## src/rtl/trng_vn_sampler_pkg.sv

```systemverilog
// Shared constants and the von Neumann FSM state type for the TRNG sampler.
package trng_vn_sampler_pkg;

    localparam int BYTE_W     = 8;
    localparam int SYNC_DEPTH = 2;

    typedef enum logic [1:0] {
        ST_IDLE   = 2'd0,
        ST_FIRST  = 2'd1,
        ST_SECOND = 2'd2
    } vn_state_e;

endpackage

```

## src/rtl/trng_vn_sampler_if.sv

```systemverilog
// Valid/ready byte port of the TRNG sampler; master = producer, slave = consumer.
interface trng_vn_sampler_if;
    import trng_vn_sampler_pkg::*;

    logic [BYTE_W-1:0] rnd_byte;
    logic              rnd_valid;
    logic              rnd_ready;

    modport master (output rnd_byte, output rnd_valid, input rnd_ready);
    modport slave  (input rnd_byte, input rnd_valid, output rnd_ready);

endinterface

```

## src/rtl/trng_vn_sampler_debias.sv

```systemverilog
// Entropy synchronizer, sample decimator and von Neumann corrector FSM.
//   state     | meaning
//   ST_IDLE   | sampling disabled, waiting for i_en
//   ST_FIRST  | waiting for strobe to latch first bit of a pair
//   ST_SECOND | waiting for strobe to compare second bit, emit on mismatch
module trng_vn_sampler_debias
    import trng_vn_sampler_pkg::*;
#(
    parameter int DECIM = 4
) (
    input  logic i_clk,
    input  logic i_rst_n,
    input  logic i_en,
    input  logic i_entropy,
    output logic o_strobe,
    output logic o_sample,
    output logic o_bit,
    output logic o_bit_vld
);

    localparam int              CNT_W  = (DECIM > 1) ? $clog2(DECIM) : 1;
    localparam logic [CNT_W-1:0] RELOAD = CNT_W'(DECIM - 1);

    logic [SYNC_DEPTH-1:0] r_sync;
    logic [CNT_W-1:0]      r_decim_cnt;
    vn_state_e             r_state;
    vn_state_e             w_state_nxt;
    logic                  r_first;
    logic                  w_latch;
    logic                  w_bit_vld;
    logic                  w_strobe;
    logic                  w_sample;

    assign w_sample = r_sync[SYNC_DEPTH-1];
    assign w_strobe = i_en && (r_decim_cnt == '0);

    always_ff @(posedge i_clk or negedge i_rst_n) begin
        if (!i_rst_n) begin
            r_sync      <= '0;
            r_decim_cnt <= '0;
        end else begin
            r_sync <= {r_sync[SYNC_DEPTH-2:0], i_entropy};
            if (!i_en)
                r_decim_cnt <= '0;
            else if (r_decim_cnt == '0)
                r_decim_cnt <= RELOAD;
            else
                r_decim_cnt <= r_decim_cnt - 1'b1;
        end
    end

    always_ff @(posedge i_clk or negedge i_rst_n) begin
        if (!i_rst_n) begin
            r_state <= ST_IDLE;
            r_first <= 1'b0;
        end else begin
            r_state <= w_state_nxt;
            if (w_latch)
                r_first <= w_sample;
        end
    end

    always_comb begin
        w_state_nxt = r_state;
        w_latch     = 1'b0;
        w_bit_vld   = 1'b0;
        if (!i_en) begin
            w_state_nxt = ST_IDLE;
        end else begin
            case (r_state)
                ST_IDLE:   w_state_nxt = ST_FIRST;
                ST_FIRST: begin
                    if (w_strobe) begin
                        w_latch     = 1'b1;
                        w_state_nxt = ST_SECOND;
                    end
                end
                ST_SECOND: begin
                    if (w_strobe) begin
                        w_bit_vld   = (w_sample != r_first);
                        w_state_nxt = ST_FIRST;
                    end
                end
                default:   w_state_nxt = ST_IDLE;
            endcase
        end
    end

    assign o_strobe  = w_strobe;
    assign o_sample  = w_sample;
    assign o_bit     = r_first;
    assign o_bit_vld = w_bit_vld;

endmodule

```

## src/rtl/trng_vn_sampler.sv

```systemverilog
// TRNG sampler top: byte packing, valid/ready output register, saturating drop counter.
// Optional repetition-count health test is built when TRNG_HEALTH_EN is defined.
module trng_vn_sampler
    import trng_vn_sampler_pkg::*;
#(
    parameter int DECIM     = 4,
    parameter int DROP_W    = 8,
    parameter int RCT_LIMIT = 32
) (
    input  logic               i_clk,
    input  logic               i_rst_n,
    input  logic               i_en,
    input  logic               i_entropy_in,
    trng_vn_sampler_if.master  rnd_if,
    output logic [DROP_W-1:0]  o_drop_cnt,
    output logic               o_health_fail
);

    localparam int               BCNT_W   = $clog2(BYTE_W);
    localparam logic [BCNT_W-1:0] LAST_BIT = BCNT_W'(BYTE_W - 1);

    logic              w_strobe;
    logic              w_sample;
    logic              w_bit;
    logic              w_bit_vld;
    logic              w_bit_ok;
    logic              w_byte_done;
    logic              w_xfer;
    logic [BYTE_W-1:0] w_byte_new;

    logic [BYTE_W-1:0] r_shreg;
    logic [BCNT_W-1:0] r_bit_cnt;
    logic [BYTE_W-1:0] r_byte;
    logic              r_valid;
    logic [DROP_W-1:0] r_drop;

    trng_vn_sampler_debias #(.DECIM(DECIM)) u_debias (
        .i_clk     (i_clk),
        .i_rst_n   (i_rst_n),
        .i_en      (i_en),
        .i_entropy (i_entropy_in),
        .o_strobe  (w_strobe),
        .o_sample  (w_sample),
        .o_bit     (w_bit),
        .o_bit_vld (w_bit_vld)
    );

`ifdef TRNG_HEALTH_EN
    localparam int              RCT_W   = $clog2(RCT_LIMIT + 1);
    localparam logic [RCT_W-1:0] RCT_MAX = RCT_W'(RCT_LIMIT);

    logic [RCT_W-1:0] r_rct_cnt;
    logic [RCT_W-1:0] w_rct_nxt;
    logic             r_rct_last;
    logic             r_health;

    // A count of zero means no sample seen yet since enable, so the first one starts a run.
    always_comb begin
        w_rct_nxt = r_rct_cnt;
        if ((r_rct_cnt == '0) || (w_sample != r_rct_last))
            w_rct_nxt = RCT_W'(1);
        else if (r_rct_cnt != RCT_MAX)
            w_rct_nxt = r_rct_cnt + 1'b1;
    end

    always_ff @(posedge i_clk or negedge i_rst_n) begin
        if (!i_rst_n) begin
            r_rct_cnt  <= '0;
            r_rct_last <= 1'b0;
            r_health   <= 1'b0;
        end else if (!i_en) begin
            r_rct_cnt  <= '0;
            r_rct_last <= 1'b0;
            r_health   <= 1'b0;
        end else if (w_strobe) begin
            r_rct_cnt  <= w_rct_nxt;
            r_rct_last <= w_sample;
            if (w_rct_nxt == RCT_MAX)
                r_health <= 1'b1;
        end
    end

    assign w_bit_ok      = w_bit_vld && !r_health;
    assign o_health_fail = r_health;
`else
    logic w_unused;
    assign w_unused      = ^{w_strobe, w_sample, (RCT_LIMIT != 0)};
    assign w_bit_ok      = w_bit_vld;
    assign o_health_fail = 1'b0;
`endif

    assign w_byte_new  = {r_shreg[BYTE_W-2:0], w_bit};
    assign w_byte_done = w_bit_ok && (r_bit_cnt == LAST_BIT);
    assign w_xfer      = r_valid && rnd_if.rnd_ready;

    always_ff @(posedge i_clk or negedge i_rst_n) begin
        if (!i_rst_n) begin
            r_shreg   <= '0;
            r_bit_cnt <= '0;
        end else if (!i_en) begin
            r_shreg   <= '0;
            r_bit_cnt <= '0;
        end else if (w_bit_ok) begin
            r_shreg   <= w_byte_new;
            r_bit_cnt <= w_byte_done ? '0 : r_bit_cnt + 1'b1;
        end
    end

    // Output register is independent of i_en so a held byte survives a disable.
    always_ff @(posedge i_clk or negedge i_rst_n) begin
        if (!i_rst_n) begin
            r_byte  <= '0;
            r_valid <= 1'b0;
            r_drop  <= '0;
        end else if (w_byte_done) begin
            if (!r_valid || w_xfer) begin
                r_byte  <= w_byte_new;
                r_valid <= 1'b1;
            end else if (r_drop != '1) begin
                r_drop <= r_drop + 1'b1;
            end
        end else if (w_xfer) begin
            r_valid <= 1'b0;
        end
    end

    assign rnd_if.rnd_byte  = r_byte;
    assign rnd_if.rnd_valid = r_valid;
    assign o_drop_cnt       = r_drop;

endmodule

```

## src/flat_wrapper.sv

```systemverilog
// flat-port wrapper written by rule: the top's interface ports become plain ports
module trng_vn_sampler_flat import trng_vn_sampler_pkg::*;
#(
    parameter int DECIM     = 4,
    parameter int DROP_W    = 8,
    parameter int RCT_LIMIT = 32
)
  (i_clk, i_rst_n, i_en, i_entropy_in, o_drop_cnt, o_health_fail, rnd_if_rnd_byte, rnd_if_rnd_valid, rnd_if_rnd_ready);
  trng_vn_sampler_if rnd_if_i ();
  input  logic i_clk;
  input  logic i_rst_n;
  input  logic i_en;
  input  logic i_entropy_in;
  output logic [DROP_W-1:0] o_drop_cnt;
  output logic o_health_fail;
  output wire logic [$bits(rnd_if_i.rnd_byte)-1:0] rnd_if_rnd_byte;
  output wire logic [$bits(rnd_if_i.rnd_valid)-1:0] rnd_if_rnd_valid;
  input wire logic [$bits(rnd_if_i.rnd_ready)-1:0] rnd_if_rnd_ready;
  assign rnd_if_rnd_byte = rnd_if_i.rnd_byte;
  assign rnd_if_rnd_valid = rnd_if_i.rnd_valid;
  assign rnd_if_i.rnd_ready = rnd_if_rnd_ready;
  trng_vn_sampler #(.DECIM(DECIM), .DROP_W(DROP_W), .RCT_LIMIT(RCT_LIMIT)) u_core (.i_clk(i_clk), .i_rst_n(i_rst_n), .i_en(i_en), .i_entropy_in(i_entropy_in), .rnd_if(rnd_if_i), .o_drop_cnt(o_drop_cnt), .o_health_fail(o_health_fail));
endmodule
```

## config.mk

```make
export PLATFORM = sky130hd
export DESIGN_NAME = trng_vn_sampler_flat
export DESIGN_NICKNAME = d
export VERILOG_FILES = /design/src/rtl/trng_vn_sampler_pkg.sv /design/src/rtl/trng_vn_sampler_if.sv /design/src/rtl/trng_vn_sampler_debias.sv /design/src/rtl/trng_vn_sampler.sv /design/src/flat_wrapper.sv
export SDC_FILE = /design/constraint.sdc
export NUM_CORES = 1
export LEC_CHECK = 0
export CORE_ASPECT_RATIO = 1.2
export CORE_UTILIZATION = 35
export CTS_BUF_LIST = sky130_fd_sc_hd__clkbuf_4
export CTS_CLUSTER_DIAMETER = 100
export CTS_CLUSTER_SIZE = 12
export DETAILED_ROUTE_END_ITERATION = 6
export SYNTH_ARGS = -nofsm -noshare
export SYNTH_HDL_FRONTEND = slang
export SYNTH_SLANG_ARGS = --single-unit
```

## constraint.sdc

```tcl
create_clock -name i_clk -period 2.3 [get_ports i_clk]
set_input_delay 0.46 -clock i_clk [delete_from_list [all_inputs] [get_ports i_clk]]
set_output_delay 0.46 -clock i_clk [all_outputs]
set_load 0.02 [all_outputs]
```

==> results of run 1 <==
## state kept, by name, summed over array words and instances, names as in the netlist
signal / flops
u_core.r_shreg: 7
u_core.u_debias.r_state: 2
u_core.u_debias.r_sync: 2
u_core.r_bit_cnt: 3
u_core.rnd_if.rnd_byte: 8
u_core.u_debias.o_bit: 1
u_core.u_debias.r_decim_cnt: 2
u_core.rnd_if.rnd_valid: 1
u_core.o_drop_cnt: 8
## worst max-delay path by stage
stage,endpoint,start,cells past startpoint
floorplan,u_core.o_drop_cnt[1],u_core.r_bit_cnt[0],7
global placement,u_core.o_drop_cnt[1],rnd_if_rnd_ready,5
detailed placement,u_core.o_drop_cnt[1],rnd_if_rnd_ready,5
CTS,u_core.o_drop_cnt[1],u_core.r_bit_cnt[0],6
global route,u_core.o_drop_cnt[1],u_core.r_bit_cnt[0],6
finish,u_core.o_drop_cnt[1],u_core.r_bit_cnt[0],6
## cells in the final DEF (no fill, tap or decap), types with 2 or more instances in the layout
master	synthesis	layout
buf_4	2	3
clkdlybuf4s50_1	0	21
clkbuf_4	0	6
ha_1	4	4
dfrtp_1	34	34
o21ai_0	2	2
mux2i_1	7	7
a31oi_1	2	2
nand4_1	3	3
nor2b_1	10	10
xnor2_1	5	5
nand3_1	3	3
and2_1	3	3
a21boi_1	2	2
nand2b_1	4	4
nand2_1	6	6
mux2_2	8	8
and3_1	3	3
nor2_1	3	3
and3b_1	2	2
mux2_4	2	2
a21oi_1	2	2
nand3b_1	3	3
inv_1	2	2
## area by class of cell
type / instances / area [sq um] / area share [%]
well taps: 56 / 70.1 / 3.78
flip-flops and latches: 34 / 851 / 45.9
multi-input cells: 83 / 639 / 34.5
clock buffers: 6 / 45.0 / 2.43
clock inverters: 2 / 8.76 / 0.472
repair buffers: 24 / 233 / 12.6
inverters: 2 / 7.51 / 0.405
## critical path, cell delays in order (launching register included)
cell     delay [ns]
dfrtp_1        0.39
ha_1           0.16
ha_1           0.31
and3b_1        0.22
and4_1         0.39
nand2_2        0.12
mux2_4         0.31
## routing by layer
metal | up-vias | global-route usage [%] | routed length (um)
met5 | - | 0 | 0
met4 | 0 | 5.43 | 44
met3 | 6 | 5.45 | 145
met2 | 36 | 23.6 | 1370
met1 | 500 | 15.2 | 1170
li1 | 479 | - | -
## power by group through the flow
| stage | clock network (mW) | logic (mW) | registers, mW |
|---|---|---|---|
| floorplan | 0 | 0.0382 | 0.637 |
| global placement | 0 | 0.0622 | 0.641 |
| detailed placement | 0 | 0.0643 | 0.641 |
| CTS | 0.336 | 0.0648 | 0.629 |
| global route | 0.365 | 0.0725 | 0.632 |
| finish | 0.324 | 0.0632 | 0.630 |
## cell families (layout without fill, tap and decap cells)
logic type	Yosys count	after routing
compound gates	10	10
buf+inv	7	34
mux	17	17
fa+ha+maj	4	4
simple gates	45	45
other cells	1	1
xor+xnor	6	6
flops	34	34
==> results by group, run 1 <==
Outcome
  – Status: finished clean

Worst setup path
  – Reg-to-reg endpoint: u_core.o_drop_cnt[1]
  – Crit start category: flip-flop
  – Critical Path RT: ~2.5 ns
  – CP endpoint kind: flip-flop
  – CP Data Arrival Time: ~2.2 ns
  – Register-to-register setup slack: between 0.3 and 0.4 ns
  – Worst Path Max Fanout: 8
  – Cells on worst reg2reg path: 6
  – Kind of critical path: reg2reg
  – RR Startpoint: u_core.r_bit_cnt[0]

Place
  – Worst slack, placed: roughly 0.26 ns
  – Routability Congestion: 0.775
  – Placed Area: about 1800 sq um
  – DP Wirelength: 1910 um
  – Placed cells: ~200
  – I/O Buffers: 21

Power
  – Switching power: between 200 and 250 uW
  – Gate power share: under 10%
  – Static Leakage: roughly 0.8 nW
  – Worst VDD drop: 0.396 mV
  – Sequential share of power: approximately three fifths
  – Sw frac: about a quarter
  – Clock power frac: around a third
  – Internal: just under 800 uW
  – Power Dens Cells: 549 nW/um^2
  – Overall Power: 1.02 mW

Layout
  – Post-layout util: a little over two fifths
  – Nets@finish: between 150 and 200
  – Antenna cell count: 0
  – Layout fillers: approximately 400
  – Area Overhead vs Synth: 20.5%
  – Layout cell share with drive strength beyond 1: roughly 15%
  – Final cell count without fillers: roughly 210
  – Post-Layout Inst Area: 1850 sq um

Timing
  – Hold_ws: 0.357 ns
  – RSZ-0062 raised after global routing: false
  – Period utilisation layout: slightly below 90%
  – Final hold vios: 0
  – Setup WS post-layout: between 0.3 and 0.4 ns
  – Skew final: 0.00601 ns
  – # setup viols final: 0
  – FMAX: 0.501 GHz
  – Slew Viols, Final: 0
  – Minimum clock period: between 1.5 and 2 ns
  – Sum Neg Setup Slack: 0 ns

Die
  – # IOs: 23
  – DIE WIDTH: between 60 and 70 um
  – Die area: between 4000 and 5000 sq um
  – Initial Util: 36.4%
  – Rows: 26
  – Die Y: between 70 and 80 um
  – Core area: around 4200 sq um

Logic synthesis
  – Sequential fraction of the synthesis area: between 50% and 60%
  – Yosys top cell by area: dfrtp_1
  – Cells after synthesis: around 120
  – Synth Net Count: approximately 130
  – Synth top area cells: dfrtp_1 55%, mux2_2 5.9%, mux2i_1 4.6%
  – Count of different cell masters after synthesis: 33
  – Multiplexer share of the synthesized area: roughly 12%
  – Post-Synth XOR/XNOR Area: under 10%
  – Post-synth ARST share: 100%
  – Mapped cell area: about 1500 sq um
  – Post-synth EDFFs: 0
  – Post-Syn Area per Cell: about 12 sq um
  – Flop and latch count out of synthesis: 34
  – Simple-gate area share of the yosys netlist: approximately 18%
  – Synth top area share: 55.3%
  – Post-synth top cells: 34 x dfrtp_1, 10 x nor2b_1, 8 x mux2_2, 7 x mux2i_1, 6 x nand2_1
  – Synth Flop Type: dfrtp_1
  – Fraction of the mapped netlist area in adder cells: around 3.3%
  – Yosys warning count: 0
  – Synth Area in Compound Gates: around 4.1%
  – Most numerous cell in the Yosys netlist: dfrtp_1
  – Largest family of logic cells by synthesized area: simple AND/OR/NAND/NOR gates

Route
  – Drt initial violations: 30
  – Routed WL: between 2000 and 3000 um
  – Wire per inst: 13.2 um
  – Vias per std cell: about 5
  – Pre-antenna DRT Iters: 4
  – Post-route ant nets: 0
  – Via count: 1,021
  – DRC Markers: 0

Hold path
  – Hold Crit Endpoint: u_core.u_debias.r_sync[1]
  – Worst Hold Class: reg2reg
  – Hold_sp: u_core.u_debias.r_sync[0]
  – Hold Path Depth: 0

Clock network
  – Clock Path Buffers: 2
  – Htree depth: 2
  – Skew-Pair Late Insertion Delay: ~0.33 ns
  – TritonCTS Buffers: 5
  – Post-CTS sizing: 0
  – Clk sink count: 34
  – CTS tree: built
  – Post-CTS Setup Inserts: 0
  – Post-cts hold buffer count: 0
  – CTS root buf: clkbuf_4
  – Clk slew on worst S/H paths: 0.10 ns

Run
  – Max Cap Viol: 0

Global routing
  – Initial antenna violation count: 0
  – GRT Total Usage: between 10% and 20%
  – Largest net degree at the start of global routing: 35
  – GRT overflow: 0
  – Vias in the first global route: around 1,000
  – Global-route wire length before repair: between 4000 and 5000 um
No activity file was read; power rests on OpenSTA's default activity.
==> run 2: changes to the inputs <==
CORE_UTILIZATION = 50   (was 35)
PLACE_DENSITY = 0.78   (was default)
clock period = 1.6 ns   (was 2.3 ns; I/O delays follow)
==> results by group, run 2 (same netlist as run 1, synthesis figures left out) <==
Outcome
  – Status: finished clean

Clock network
  – Clk sink count: 34
  – Htree depth: 2
  – Clk slew on worst S/H paths: 0.10 ns
  – Post-cts hold buffer count: 0
  – Skew-Pair Late Insertion Delay: around 0.33 ns
  – TritonCTS Buffers: 5
  – CTS tree: built
  – CTS root buf: clkbuf_4
  – Clock Path Buffers: 2

Route
  – Met3 WL: around 120 um
  – Top sig layer: met4
  – Wire per inst: approximately 14 um
  – Vias per std cell: approximately 5.3
  – Via count: around 1,100
  – Metal-1 WL: roughly 1200 um
  – Met2 wire length: ~1500 um
  – Post-route ant nets: 0
  – Pre-antenna DRT Iters: 4
  – DRC Markers: 0
  – Routed WL: around 2900 um
  – Drt initial violations: 23

Power
  – Clock power frac: a little under a third
  – Overall Power: approximately 1.5 mW
  – Power Dens Cells: between 700 and 800 nW/um^2
  – Switching power: between 300 and 400 uW
  – Static Leakage: about 1.0 nW
  – Gate power share: just under 9%
  – Sw frac: a little under a quarter
  – Worst VDD drop: roughly 0.66 mV
  – Sequential share of power: between 60% and 70%
  – Internal: 1.13 mW

Die
  – # IOs: 23
  – Die Y: 62.8 um
  – Rows: 21
  – Initial Util: between 50% and 60%
  – DIE WIDTH: about 53 um
  – Die area: around 3300 sq um
  – Core area: around 2900 sq um

Layout
  – Layout cell share with drive strength beyond 1: approximately a third
  – Area Overhead vs Synth: 32.7%
  – Commonest non-fill, non-tap cell in the layout: dfrtp_1
  – Layout fillers: 224
  – Leading cell types in the layout, fill and taps excluded: 32 x dfrtp_1, 21 x buf_4, 17 x dlygate4sd2_1, 10 x nor2b_1
  – Antenna cell count: 0
  – Nets@finish: 179
  – Post-Layout Inst Area: approximately 2000 sq um

Timing
  – Skew final: 0.0108 ns
  – Hold_ws: 0.333 ns
  – Final hold vios: 0
  – Slew Viols, Final: 0
  – Sum Neg Setup Slack: 0 ns
  – Period utilisation layout: 99.2%
  – RSZ-0062 raised after global routing: true
  – FMAX: 0.630 GHz
  – # setup viols final: 0
  – Minimum clock period: between 1.5 and 2 ns

Global routing
  – GRT Total Usage: between 20% and 30%
  – Vias in the first global route: 1,097
  – Largest net degree at the start of global routing: 35
  – Initial antenna violation count: 0
  – Global-route wire length before repair: approximately 4800 um
  – GRT overflow: 0

Place
  – I/O Buffers: 21
  – DP Wirelength: between 1500 and 2000 um
  – Placed Area: around 1900 sq um
  – Routability Congestion: 0.747

Run
  – Max Cap Viol: 0

Worst setup path
  – CP endpoint kind: flip-flop
  – Kind of critical path: reg2reg
  – CP Data Arrival Time: roughly 1.8 ns
  – Worst Path Max Fanout: 8
  – Critical Path RT: around 1.8 ns
  – Crit start category: flip-flop

Hold path
  – Worst Hold Class: in2async
run 2: cell count changes in the layout (fill, tap and decap cells not counted), sizes merged:
cell	change
buf	+20
dlygate4sd2	+17
clkdlybuf4s50	-17
run 2: per-layer routing:
layer / up-vias / global-route usage (%)
met5: - / 0
met4: 0 / 9.87
met2: 23 / 34.0
li1: 519 / -
met3: 8 / 5.11
met1: 543 / 22.5
run 2: metrics by stage:
step	utilization (%)	setup slack [ns]	cells
2_1_floorplan	-	-0.0407	124
3_3_place_gp	67.2	-0.142	191
3_5_place_dp	67.2	-0.148	191
4_1_cts	68.9	0.00340	200
5_1_grt	71.3	-0.0567	205
6_report	71.3	0.0130	205
run 2: worst paths after layout:
path | startpoint | end | slack, ns | depth (start not counted)
max | u_core.u_debias.r_decim_cnt[0] | u_core.rnd_if.rnd_byte[5] | 0.01 | 6
min | i_rst_n | u_core.o_drop_cnt[1] | 0.33 | 2
max reg2reg | u_core.u_debias.r_decim_cnt[0] | u_core.rnd_if.rnd_byte[5] | 0.01 | 6
min reg2reg | u_core.u_debias.r_sync[0] | u_core.u_debias.r_sync[1] | 0.36 | 0
max in group asynchronous | i_rst_n | u_core.rnd_if.rnd_byte[6] | 1.07 | 2
min in group i_clk | u_core.u_debias.r_sync[0] | u_core.u_debias.r_sync[1] | 0.36 | 0
run 2: power groups by stage:
stage | sequential (mW) | combinational [mW] | clock (mW)
floorplan | 0.915 | 0.0611 | 0
global placement | 0.917 | 0.113 | 0
detailed placement | 0.918 | 0.118 | 0
CTS | 0.901 | 0.121 | 0.476
global route | 0.907 | 0.145 | 0.516
finish | 0.902 | 0.129 | 0.456
run 2: repair_timing:
| action | 4_1_cts | 5_1_grt |
|---|---|---|
| endpoints found under the setup margin | 37 | 21 |
| buffers inserted | 1 | 5 |
| endpoints found under the hold margin | 0 | 0 |
| pin swaps | 0 | 3 |
| resized for setup | 21 | 8 |
run 2: critical path, stage by stage (launching register included):
cell and delay [ns]:
dfrtp_1 0.40, inv_2 0.07, ha_4 0.12, and3b_2 0.21
and3_4 0.21, nand3_4 0.14, mux2_4 0.33
run 2: cell type report:
type,instances,area [sq um],area share [%]
clock buffer,6,45.0,2.21
clock inverter,2,8.76,0.429
inverter,2,7.51,0.368
multi-input combinational,83,707,34.6
sequential,34,853,41.8
tap,34,42.5,2.08
timing repair buffer,44,378,18.5
